<file path="src/rtl/key_press_conditioner.sv">
// Player key input stage: synchronise, debounce and edge-detect keyL/keyR into
// one-cycle L/R pulses, one per physical press.
module key_press_conditioner #(
   parameter int unsigned DEBOUNCE_CYCLES = 4,
   parameter bit          KEY_ACTIVE_LOW  = 1'b1
) (
   input  logic Clock,
   input  logic Reset,
   input  logic keyL,
   input  logic keyR,
   input  logic enable,
   output logic L,
   output logic R
);

   localparam int unsigned CNT_W = $clog2(DEBOUNCE_CYCLES + 1);
   localparam int unsigned NUM_KEYS = 2;

   typedef enum logic [1:0] {
      IDLE       = 2'd0,
      PRESS_WAIT = 2'd1,
      HELD       = 2'd2,
      REL_WAIT   = 2'd3
   } state_t;

   logic [NUM_KEYS-1:0] key_raw;
   logic [NUM_KEYS-1:0] key_pressed;
   logic [NUM_KEYS-1:0] pulse_vec;

   // Bit 0 is the left player, bit 1 the right; 1 = pressed after polarity fix.
   assign key_raw     = {keyR, keyL};
   assign key_pressed = KEY_ACTIVE_LOW ? ~key_raw : key_raw;

   for (genvar ch = 0; ch < NUM_KEYS; ch++) begin : g_chan
      state_t           state;
      logic [CNT_W-1:0] cnt;
      logic             sync_meta;
      logic             sync_s;
      logic             pulse;

      // Reset parks the FSM in HELD so a key held across reset release is not a press.
      always_ff @(posedge Clock or negedge Reset) begin
         if (!Reset) begin
            sync_meta <= 1'b0;
            sync_s    <= 1'b0;
            state     <= HELD;
            cnt       <= '0;
            pulse     <= 1'b0;
         end else begin
            sync_meta <= key_pressed[ch];
            sync_s    <= sync_meta;
            pulse     <= 1'b0;
            case (state)
               IDLE: begin
                  if (sync_s) begin
                     state <= PRESS_WAIT;
                     cnt   <= CNT_W'(1);
                  end
               end
               PRESS_WAIT: begin
                  if (!sync_s) begin
                     state <= IDLE;
                     cnt   <= '0;
                  end else if (cnt == CNT_W'(DEBOUNCE_CYCLES - 1)) begin
                     state <= HELD;
                     pulse <= enable;
                  end else begin
                     cnt <= cnt + CNT_W'(1);
                  end
               end
               HELD: begin
                  if (!sync_s) begin
                     state <= REL_WAIT;
                     cnt   <= CNT_W'(1);
                  end
               end
               REL_WAIT: begin
                  if (sync_s) begin
                     state <= HELD;
                  end else if (cnt == CNT_W'(DEBOUNCE_CYCLES - 1)) begin
                     state <= IDLE;
                  end else begin
                     cnt <= cnt + CNT_W'(1);
                  end
               end
               default: begin
                  state <= IDLE;
                  cnt   <= '0;
               end
            endcase
         end
      end

      assign pulse_vec[ch] = pulse;
   end

   assign L = pulse_vec[0];
   assign R = pulse_vec[1];

endmodule

</file>
<file path="config.mk">
export PLATFORM = sky130hd
export DESIGN_NAME = key_press_conditioner
export DESIGN_NICKNAME = d
export VERILOG_FILES = /design/src/rtl/key_press_conditioner.sv
export SDC_FILE = /design/constraint.sdc
export NUM_CORES = 1
export LEC_CHECK = 0
export BUFFER_PORTS_ARGS = -buffer_cell sky130_fd_sc_hd__buf_2
export CAP_MARGIN = 15
export CORE_MARGIN = 2
export CORE_UTILIZATION = 45
export CTS_CLUSTER_SIZE = 24
export DETAILED_ROUTE_END_ITERATION = 10
export PLACE_DENSITY_LB_ADDON = 0.05
export REMOVE_ABC_BUFFERS = 1
export SYNTH_ARGS = -nofsm -noshare
export SYNTH_HDL_FRONTEND = slang
export SYNTH_SLANG_ARGS = --single-unit
</file>
<file path="constraint.sdc">
create_clock -name Clock -period 2.3 [get_ports Clock]
set_input_delay 0.23 -clock Clock [delete_from_list [all_inputs] [get_ports Clock]]
set_output_delay 0.23 -clock Clock [all_outputs]
set_load 0.1 [all_outputs]
</file>
==> Yosys cells after proc, flatten, opt, wreduce, memory -nomap -nowiden <==
Cells that the tools add are included.
{ "classes": {"n_addsub": 2, "mux": 32, "n_reduce_logical": 6, "bitwise": 1, "n_eq_ne": 18} }
{ "op_table": {"columns": ["operator", "n"], "rows": [
  ["2-to-1 mux 3 bit", 10],
  ["2-to-1 mux 2 bit", 12],
  ["one-hot mux 3 bit (4 select lines)", 2],
  ["one-hot mux 2 bit (4 select lines)", 2],
  ["!= test 2 bit, second input constant", 6],
  ["!= test 3 bit, second input constant", 4],
  ["equality test 2 bit, second input constant", 4],
  ["AND reduction 4 bit", 2],
  ["adder 3 x 1 -> 3 bit, second input constant", 2],
  ["equality test 3 x 2 -> 1 bit, second input constant", 2],
  ["2-to-1 mux 1 bit", 6],
  ["AND reduction 3 bit", 2],
  ["equality test 2 x 1 -> 1 bit, second input constant", 2],
  ["logical NOT 2 bit", 2],
  ["NOT 2 bit", 1]
]} }
{ "word_totals": {"elab_cells": 69, "inputBits": 5, "output_inout_bits": 2, "reg_bits": 16} }

==> Longest topological paths before layout <==
Gate-level depths: netlist (run 1).
{ "logic_depth": {"word_depth": 4, "ltp_mapped": 5, "ltp_nobuf": 5} }

==> Worst setup path before layout (run 1) <==
No wires, ideal clock.
{ "synth_timing": {"kind": "flip-flop to flip-flop", "startpoint": "register g_chan[1].cnt[0]", "endpoint": "register g_chan[1].cnt[1]", "slack_ns": 0.908, "path_stages_with_launch": 6, "arrival_time_ns": 1.254, "n_path_buf": 0, "setup_ns": 0.137, "period_less_slack_ns": 1.392, "required_ns": 2.163, "path_cell_list": "dfrtp_1 -> ha_1 -> and3b_4 -> maj3_2 -> nand2_1 -> o221ai_1"} }
{ "synth_via": {"elab_chain_cells": 4, "word_cells_on_any_way": 6, "cone_classes": "add/sub: 1; eq/ne: 1; mux: 4"} }
{ "synth_lines": {"columns": ["item", "line_no", "text"], "rows": [
  ["start: declaration", "36", "logic [CNT_W-1:0] cnt;"],
  ["start signal: assignment", "68", "cnt <= cnt + CNT_W'(1);"],
  ["start signal: assignment", "83", "cnt <= cnt + CNT_W'(1);"],
  ["adder 3 x 1 -> 3 bit / equality test 3 x 2 -> 1 bit (equally long branches)", null, null],
  ["2-to-1 mux 3 bit *", "64, 80", null],
  ["2-to-1 mux 3 bit, on equally long branches", "78, 61", null],
  ["one-hot mux 3 bit (4 select lines) *", "53", "case (state)"]
]} }
Mark *: on every way between the ends. The rest lies on a longest branch, timed or not. The select of a mux whose other input is x is not followed.
A chain may end at the register's enable or synchronous reset.

==> Final worst setup path (run 1) <==
Ends and elaborated chain as after synthesis.

==> results of run 1 <==
## worst max path at each step
stage,slack (ns),from,endpoint,cells after the start
floorplan,0.91,g_chan[1].cnt[0],g_chan[1].cnt[1],5
global placement,0.87,g_chan[1].cnt[0],g_chan[1].cnt[1],5
detailed placement,0.86,g_chan[1].cnt[0],g_chan[1].cnt[1],5
CTS,0.84,g_chan[1].cnt[0],g_chan[1].cnt[1],5
global route,0.74,g_chan[1].cnt[0],g_chan[1].cnt[1],5
finish,0.83,g_chan[1].cnt[0],g_chan[1].cnt[1],5
## through the flow
step | util [%] | cells | area [sq um] | total power [mW]
6_report | 53.85 | 91 | 839.6 | 0.9249
5_1_grt | 53.85 | 91 | 839.6 | 1.016
4_1_cts | 53.85 | 91 | 839.6 | 0.9312
3_5_place_dp | 50.88 | 86 | 793.3 | 0.7416
3_3_place_gp | 50.88 | 86 | 793.3 | 0.7396
2_1_floorplan | - | 64 | 743.2 | 0.6732
## per-layer routing
metal | up-vias | wire (um)
met5 | - | 0
met4 | 0 | 0
met3 | 0 | 44
met2 | 11 | 427
met1 | 229 | 655
li1 | 258 | -
## cells in the mapped netlist (all sizes together), types with 2 or more instances
master   n  share of area [%]
dfrtp   14                 46
buf      4                3.4
nand3b   4                3.9
nor2     4                2.0
a21boi   3                2.9
inv      3                1.5
nand2    3                1.5
nor3     3                2.0
o221ai   3                3.4
a21oi    2                1.3
dfstp    2                6.8
ha       2                3.3
mux2     2                2.9
nand2b   2                1.6
nor2b    2                1.6
nor3b    2                2.0
xor2     2                2.3
## logic make-up (layout without fill, tap and decap cells)
group | Yosys count | after routing | share of synthesized area, %
AOI/OAI and AO/OA | 15 | 15 | 14.64
xor gates and xnor gates | 2 | 2 | 2.277
adders and majority gates | 3 | 3 | 4.715
buffers and inverters | 7 | 14 | 4.877
DFF | 16 | 16 | 52.36
muxes | 2 | 2 | 2.927
and+or+nand+nor | 23 | 23 | 18.21
## layout make-up
type                            instances  area, sq um
Clock buffer                            4        36.28
Fill cell                             131        719.4
Inverter                                3        11.26
Multi-Input combinational cell         45        329.1
Sequential cell                        16        402.9
Tap cell                               16        20.02
Timing Repair Buffer                    7        40.04
## where the power goes
| part | switching [mW] | internal, mW | leakage [nW] |
|---|---|---|---|
| Combinational | 0.123 | 0.147 | 0.161 |
| Clock | 0.0887 | 0.0963 | 0.0210 |
| Sequential | 0.105 | 0.365 | 0.197 |
| Total | 0.317 | 0.608 | 0.379 |
## critical path, cell delays in order, from the launching register on
cell	delay (ns)
dfrtp_1	0.43
ha_1	0.26
and3b_4	0.21
maj3_2	0.30
nand2_1	0.06
o221ai_1	0.10
==> reports/metrics.cfg, run 1 <==
[cells_and_area]
nets = 83
n_antenna_cell = 0
layout.cells.most_common = dfrtp_1
layout_common_cells = dfrtp_1 (14), buf_2 (6), nand3b_1 (4), nor2_1 (4)
drive_gt1_share_pct = 21.33
areaGrowthSynthToFinish_pct = 9.106

[min_path]
hold_class = input port to register
hold_end = g_chan[0].sync_meta
min_from = keyL
hold-path-cell-count = 2

[clock_tree]
clkSlewWorstSetupHoldPaths_ns = 0.10
worstSkewPairLatency_ns = 0.28
clock_path_buffers = 2
cts_htree_levels = 1
cts_num_sinks = 16
hold_buffers = 1
post_cts_buffers = 0
cts_buffers = 3
ctsResizeCount = 0
cts_tree = built
cts_root_buffer = clkbuf_4

[setup_path]
r2r_start = g_chan[1].cnt[0]
worstSetupStartpointType = register
r2r_cells = 5
required_ns = 2.46
setup.worst_path.end_class = register
path_class = register to register
critPathArrivalTime_ns = 1.63
r2r_slack_ns = 0.83
r2r_end = g_chan[1].cnt[1]
worstPathMaxFanout = 5

[placed_design]
numPortBuffers = 6
gp_congestion = 0.7625
place_hpwl_um = 801.5
place_ws_ns = 0.8566

[power_and_ir_drop]
peakVddDrop_mv = 0.4735
p_leak_nw = 0.3789
power_density_nw_per_um2 = 1102

[grt]
use_met2_pct = 18.57
grt_usage_pct = 14.86
antenna_found_initial = 0
grt_pass1_vias = 459
grt_pass1_wl_um = 2118
grt_max_degree = 17
grt_busiest_layer = met1
met1_usage_pct = 21.63
met3_usage_pct = 6.400
overflow = 0

[timing]
skew_ns = 0.003245
timing.fmax_mhz = 678.6
fin_crit_sh_pct = 64.07
setup_tns_ns = 0
slew_viol_final = 0
worstMarginPinSlew_ns = 0.4821
fin_ws_ns = 0.8265
layout_min_cycle_time_ns = 1.474
hold_viol_final = 0
rsz0062_at_grt = no
slew_headroom_pct = 68.08
setup_violations = 0
whs_ns = 0.07152

[outcome]
status = finished clean

[floorplan]
fp.dieH_um = 45.35
die_x_um = 45.35
die_area_sq_um = 2057
fp.coreArea_sq_um = 1559
start_util_pct = 49.36
rows = 14
ios = 7

[routing]
ant_nets = 0
dr.pass1.iters = 4
wire_per_inst_um = 12.40
vias_per_cell = 5.473
first_iter_violations = 10
drc = 0
drt_wl_total_um = 1128
num_vias = 498

[synth]
synth.yosys.seq_area_share_pct = 52.36
avgSynthCellArea_sq_um = 11.32
yosys_warnings = 0
yosys_register_bits = 16
syn-cell-area_sq_um = 769.5
synth_top_flop_cell = dfrtp_1
synth.distinct_cells = 29
synth-async-reset-ratio_pct = 100.0
syn_inst = 68
synth-edff-count = 0

[run]
cap_violations = 0

(Power assumes the default switching activity.)
==> run 2: changes to the inputs <==
- clock period: 2.3 -> 1.4 ns (I/O delays scaled with it)
==> reports/metrics.cfg, run 2 (same netlist as run 1, synthesis figures left out) <==
[placed_design]
numPortBuffers = 6  ; unchanged
place_hpwl_um = 858  ; +7.0%
place_ws_ns = -0.002659  ; -0.8593 ns
gp_congestion = 0.7226  ; -5.2%

[power_and_ir_drop]
peakVddDrop_mv = 1.021  ; +120%
p_total_mw = 1.681  ; +82%
power_density_nw_per_um2 = 1811  ; +64%
p_leak_nw = 0.4229  ; +12%

[setup_path]
slowest_delay_ns = 0.41  ; -0.02 ns
worstSetupStartpointType = register
critPathCapture = g_chan[1].cnt[1]
slowest_stage = dfrtp_1
path_class = register to register
worstPathMaxFanout = 4  ; -1
r2r_cells = 5  ; unchanged
required_ns = 1.56  ; -0.90 ns
crit_chain = ha_2 -> and3b_4 -> maj3_2 -> nand2_1 -> o221ai_1
r2r_slack_ns = 0.03  ; -0.79 ns
crit_start = g_chan[1].cnt[1]
r2r_start = g_chan[1].cnt[1]
critPathArrivalTime_ns = 1.53  ; -0.10 ns
r2r_end = g_chan[1].cnt[1]
setup.worst_path.end_class = register

[routing]
drt_wl_total_um = 1279  ; +13%
wire_per_inst_um = 12.66  ; +2.2%
dr.pass1.iters = 4  ; unchanged
wl_met3_um = 34  ; -23%
num_vias = 541  ; +8.6%
drc = 0  ; unchanged
wl_met1_um = 689  ; +5.2%
routed.top_layer = met4
first_iter_violations = 3  ; -7
route.met2.wl_um = 540  ; +26%
ant_nets = 0  ; unchanged
vias_per_cell = 5.356  ; -2.1%

[grt]
antenna_found_initial = 0  ; unchanged
grt_usage_pct = 15.25  ; +0.39 points
grt_max_degree = 17  ; unchanged
grt_pass1_vias = 488  ; +6.3%
grt_pass1_wl_um = 2152  ; +1.6%
overflow = 0  ; unchanged

[clock_tree]
cts_root_buffer = clkbuf_4
cts_buffers = 3  ; unchanged
cts_num_sinks = 16  ; unchanged
worstSkewPairLatency_ns = 0.28  ; about the same
clock_path_buffers = 2  ; unchanged
cts_htree_levels = 1  ; unchanged
cts_tree = built
clkSlewWorstSetupHoldPaths_ns = 0.10  ; about the same

[floorplan]
die_area_sq_um = 2057  ; unchanged
fp.coreArea_sq_um = 1559  ; unchanged
start_util_pct = 49.36  ; unchanged
rows = 14  ; unchanged
ios = 7  ; unchanged
die_x_um = 45.35  ; unchanged
fp.dieH_um = 45.35  ; unchanged

[timing]
setup_violations = 0  ; unchanged
hold_viol_final = 0  ; unchanged
fin_crit_sh_pct = 97.60  ; +34 points
fin_ws_ns = 0.03357  ; -0.7929 ns
worstMarginPinSlew_ns = 0.4821  ; -0.00001538 ns
rsz0062_at_grt = yes
timing.fmax_mhz = 731.8  ; +7.8%
slew_headroom_pct = 68.08  ; about the same
slew_viol_final = 0  ; unchanged
skew_ns = 0.0004512  ; -0.002794 ns
layout_min_cycle_time_ns = 1.366  ; -0.1071 ns

[cells_and_area]
postLayoutCoreUtil_pct = 59.55  ; +5.7 points
n_antenna_cell = 0  ; unchanged
drive_gt1_share_pct = 31.76  ; +10 points
nets = 93  ; +12%
layout_common_cells = dfrtp_1 (14), buf_4 (8), buf_2 (6), nand3b_1 (4), nor2_1 (4)
areaGrowthSynthToFinish_pct = 20.65
layout.cells.most_common = dfrtp_1

[outcome]
status = finished clean

[run]
cap_violations = 0  ; unchanged

[min_path]
min_from = enable
hold_class = input port to register

[run 2: how the worst min path moves through the flow]
| stage | to | slack, ns | cells past startpoint |
|---|---|---|---|
| 6_report | L | 0.07 | 3 |
| 3_3_place_gp | g_chan[1].cnt[2] | 0.07 | 1 |
| 2_1_floorplan | L | -0.16 | 0 |
| 4_1_cts | L | 0.07 | 3 |
| 5_1_grt | L | 0.08 | 3 |
| 3_5_place_dp | R | 0.07 | 1 |
[run 2: stage by stage]
stage            TNS, ns  hold WS (ns)  cell area [sq um]  instances
6_report               0       0.07467              928.4        101
5_1_grt         -0.01694       0.07598              928.4        101
4_1_cts                0       0.06802              914.6        100
3_5_place_dp   -0.002659       0.06872              838.3         92
3_3_place_gp           0       0.06720              838.3         92
2_1_floorplan          0       -0.1556              743.2         64
[run 2: layer usage]
layer	vias up	GRT usage (%)
met1	250	21.01
met5	-	0
met3	2	3.600
li1	280	-
met2	9	20.86
met4	0	10.59
[run 2: repair_timing]
action | in CTS | in global routing
cloned | 0 | 0
gates resized for setup | 1 | 3
pin swaps | 0 | 2
endpoints found under the setup margin | 2 | 4
hold buffers | 3 | 0
buffers inserted | 1 | 1
endpoints found under the hold margin | 16 | 0
[run 2: area by class of cell]
type,count,area (sq um)
clock buffers,4,36.28
fillers,130,630.6
well taps,16,20.02
inverters,3,11.26
flip-flops and latches,16,402.9
multi-input cells,45,337.8
repair buffers,17,120.1
[run 2: power breakdown]
part | internal [mW] | switching, mW
combinational | 0.371 | 0.289
sequential | 0.598 | 0.115
clock | 0.158 | 0.151
[run 2: critical path, delay by kind of cell, from the launching register on]
kind | cells | cell delay [ns]
AOI/OAI and AO/OA | 1 | 0.10
adders and majority gates | 2 | 0.50
DFF | 1 | 0.41
and+or+nand+nor | 2 | 0.25
==> run 3: changes to the inputs <==
- ABC_AREA: default -> 1
- CORE_ASPECT_RATIO: default -> 1.5
- CORE_UTILIZATION: 45 -> 25
- RECOVER_POWER: default -> 25
==> reports/metrics.cfg, run 3 <==
[synth]
synthTopCellsByCount = nand2_1 (24), inv_1 (19), dfrtp_1 (14)
netlist_top_cells_area = dfrtp_1 (45%), nand2_1 (12%), inv_1 (9.1%)
yosys_warnings = 0  ; unchanged
syn-cell-area_sq_um = 782.0  ; +1.6%
synth-edff-count = 0  ; unchanged
yosys.area.top_type = dfrtp_1
avgSynthCellArea_sq_um = 8.062  ; -29%
synth_most_common_cell = nand2_1
synth.yosys.seq_area_share_pct = 51.52  ; -0.84 points
synth.distinct_cells = 20  ; -31%
syn_inst = 97  ; +43%
yosys_register_bits = 16  ; unchanged
synth-async-reset-ratio_pct = 100.0  ; unchanged
yosysTopAreaCellShare_pct = 44.80  ; -0.73 points
synth_top_flop_cell = dfrtp_1

[routing]
dr.pass1.iters = 4  ; unchanged
drt_wl_total_um = 1424  ; +11%
wire_per_inst_um = 9.687  ; -24%
first_iter_violations = 15  ; +12
drc = 0  ; unchanged
vias_per_cell = 3.993  ; -25%
num_vias = 587  ; +8.5%
ant_nets = 0  ; unchanged

[placed_design]
postPlaceCellArea_sq_um = 860.8  ; +2.7%
place_inst = 142  ; +54%
place_hpwl_um = 1095  ; +28%
numPortBuffers = 6  ; unchanged
gp_congestion = 0.7019  ; -2.9%

[clock_tree]
clock_path_buffers = 2  ; unchanged
cts_num_sinks = 16  ; unchanged
cts_htree_levels = 1  ; unchanged
cts_root_buffer = clkbuf_8
cts_tree = built
clkSlewWorstSetupHoldPaths_ns = 0.06  ; -0.04 ns
cts_buffers = 3  ; unchanged
post_cts_buffers = 0  ; -1
worstSkewPairLatency_ns = 0.24  ; -0.04 ns

[setup_path]
setup.worst_path.end_class = register
r2r_cells = 6  ; +1
slowest_stage = dfrtp_1
critPathArrivalTime_ns = 1.33  ; -0.20 ns
crit_chain = ha_1 -> nand2_2 -> inv_1 -> nand2_1 -> nand3_1 -> a21oi_1
worstSetupStartpointType = register
worstPathMaxFanout = 6  ; +2
path_class = register to register
slowest_delay_ns = 0.41  ; about the same
required_ns = 1.57  ; about the same

[grt]
grt_pass1_wl_um = 2608  ; +21%
met1_usage_pct = 12.37  ; -8.6 points
grt_busiest_layer = met2
met3_usage_pct = 2.058  ; -1.5 points
use_met2_pct = 14.37  ; -6.5 points
antenna_found_initial = 0  ; unchanged
overflow = 0  ; unchanged
grt_max_degree = 17  ; unchanged
grt_pass1_vias = 592  ; +21%
grt_usage_pct = 9.487  ; -5.8 points

[floorplan]
start_util_pct = 26.57  ; -23 points
rows = 24  ; +10
fp.dieH_um = 72.50  ; +60%
die_area_sq_um = 3601  ; +75%
fp.coreArea_sq_um = 2943  ; +89%
ios = 7  ; unchanged
die_x_um = 49.67  ; +9.5%

[cells_and_area]
layout.cells.most_common = nand2_1
areaGrowthSynthToFinish_pct = 16.96
layout_common_cells = nand2_1 (24), inv_1 (19), dfrtp_1 (14), nor2_1 (11)
fin_cells = 147  ; +46%
drive_gt1_share_pct = 16.67  ; -15 points
n_antenna_cell = 0  ; unchanged
postLayoutCoreUtil_pct = 31.08  ; -28 points
nets = 116  ; +25%
final_area_sq_um = 914.6  ; -1.5%

[min_path]
hold_class = input port to register
hold-path-cell-count = 2  ; -1

[timing]
layout_min_cycle_time_ns = 1.163  ; -0.2034 ns
skew_ns = 0.002996  ; +0.002545 ns
slew_headroom_pct = 41.94  ; -26 points
worstMarginPinSlew_ns = 0.8710  ; +0.3888 ns
timing.fmax_mhz = 859.8  ; +17%
fin_crit_sh_pct = 83.07  ; -15 points
slew_viol_final = 0  ; unchanged
setup_violations = 0  ; unchanged
rsz0062_at_grt = no
setup_tns_ns = 0  ; unchanged
hold_viol_final = 0  ; unchanged

[power_and_ir_drop]
peakVddDrop_mv = 0.6820  ; -33%
power_density_nw_per_um2 = 1940  ; +7.2%
p_leak_nw = 0.5012  ; +19%
p_total_mw = 1.775  ; +5.6%

[run]
cap_violations = 0  ; unchanged

[outcome]
status = finished clean

[run 3: timing repair]
item,CTS,global route
hold buffers,1,0
endpoints found under the hold margin,14,0
gates resized for setup,0,0
[run 3: metal layers]
metal	vias up	wire length, um
li1	319	-
met3	2	29
met1	261	704
met4	0	19
met2	5	672
met5	-	0
[run 3: cells by family (layout without fill, tap and decap cells)]
| group | after synthesis | after routing | share of synthesized area, % |
|---|---|---|---|
| AOI/OAI and AO/OA | 9 | 9 | 6.079 |
| adders and majority gates | 2 | 2 | 3.199 |
| buffers and inverters | 23 | 34 | 11.04 |
| DFF | 16 | 16 | 51.52 |
| and+or+nand+nor | 47 | 47 | 28.16 |
[run 3: where the power goes]
group	switching, mW	internal (mW)	total, mW
clock	0.154	0.201	0.355
sequential	0.116	0.602	0.717
combinational	0.438	0.264	0.702
[run 3: worst paths after layout]
| kind | startpoint | to | slack [ns] |
|---|---|---|---|
| setup / recovery | g_chan[0].cnt[0] | g_chan[0].cnt[0] | 0.24 |
| hold / removal | keyL | g_chan[0].sync_meta | 0.03 |
| setup reg to reg | g_chan[0].cnt[0] | g_chan[0].cnt[0] | 0.24 |
| hold reg to reg | g_chan[0].sync_meta | g_chan[0].sync_s | 0.35 |
| max in group asynchronous | Reset | g_chan[0].state[0] | 0.35 |
| min in group asynchronous | Reset | g_chan[1].sync_meta | 0.52 |
[run 3: critical path: cells and delay by family, from the launching register on]
| family | cells | cell delay [ns] |
|---|---|---|
| adders and majority gates | 1 | 0.23 |
| AOI/OAI and AO/OA | 1 | 0.12 |
| and+or+nand+nor | 3 | 0.25 |
| buffers and inverters | 1 | 0.07 |
| DFF | 1 | 0.41 |
[run 3: area by class of cell]
type	instances	area [sq um]
sequential	16	402.9
clock buffer	4	45.04
fill	344	2028
tap	39	48.80
timing repair buffer	7	38.79
multi-input combinational	58	292.8
inverter	23	86.33
[run 3: per-stage QoR]
step                hold slack [ns]  setup slack (ns)
floorplan                   -0.1556            0.3469
global placement            0.08564            0.2368
detailed placement          0.08741            0.2335
CTS                         0.02245            0.2218
global route                0.02351            0.1075
finish                      0.02738            0.2370
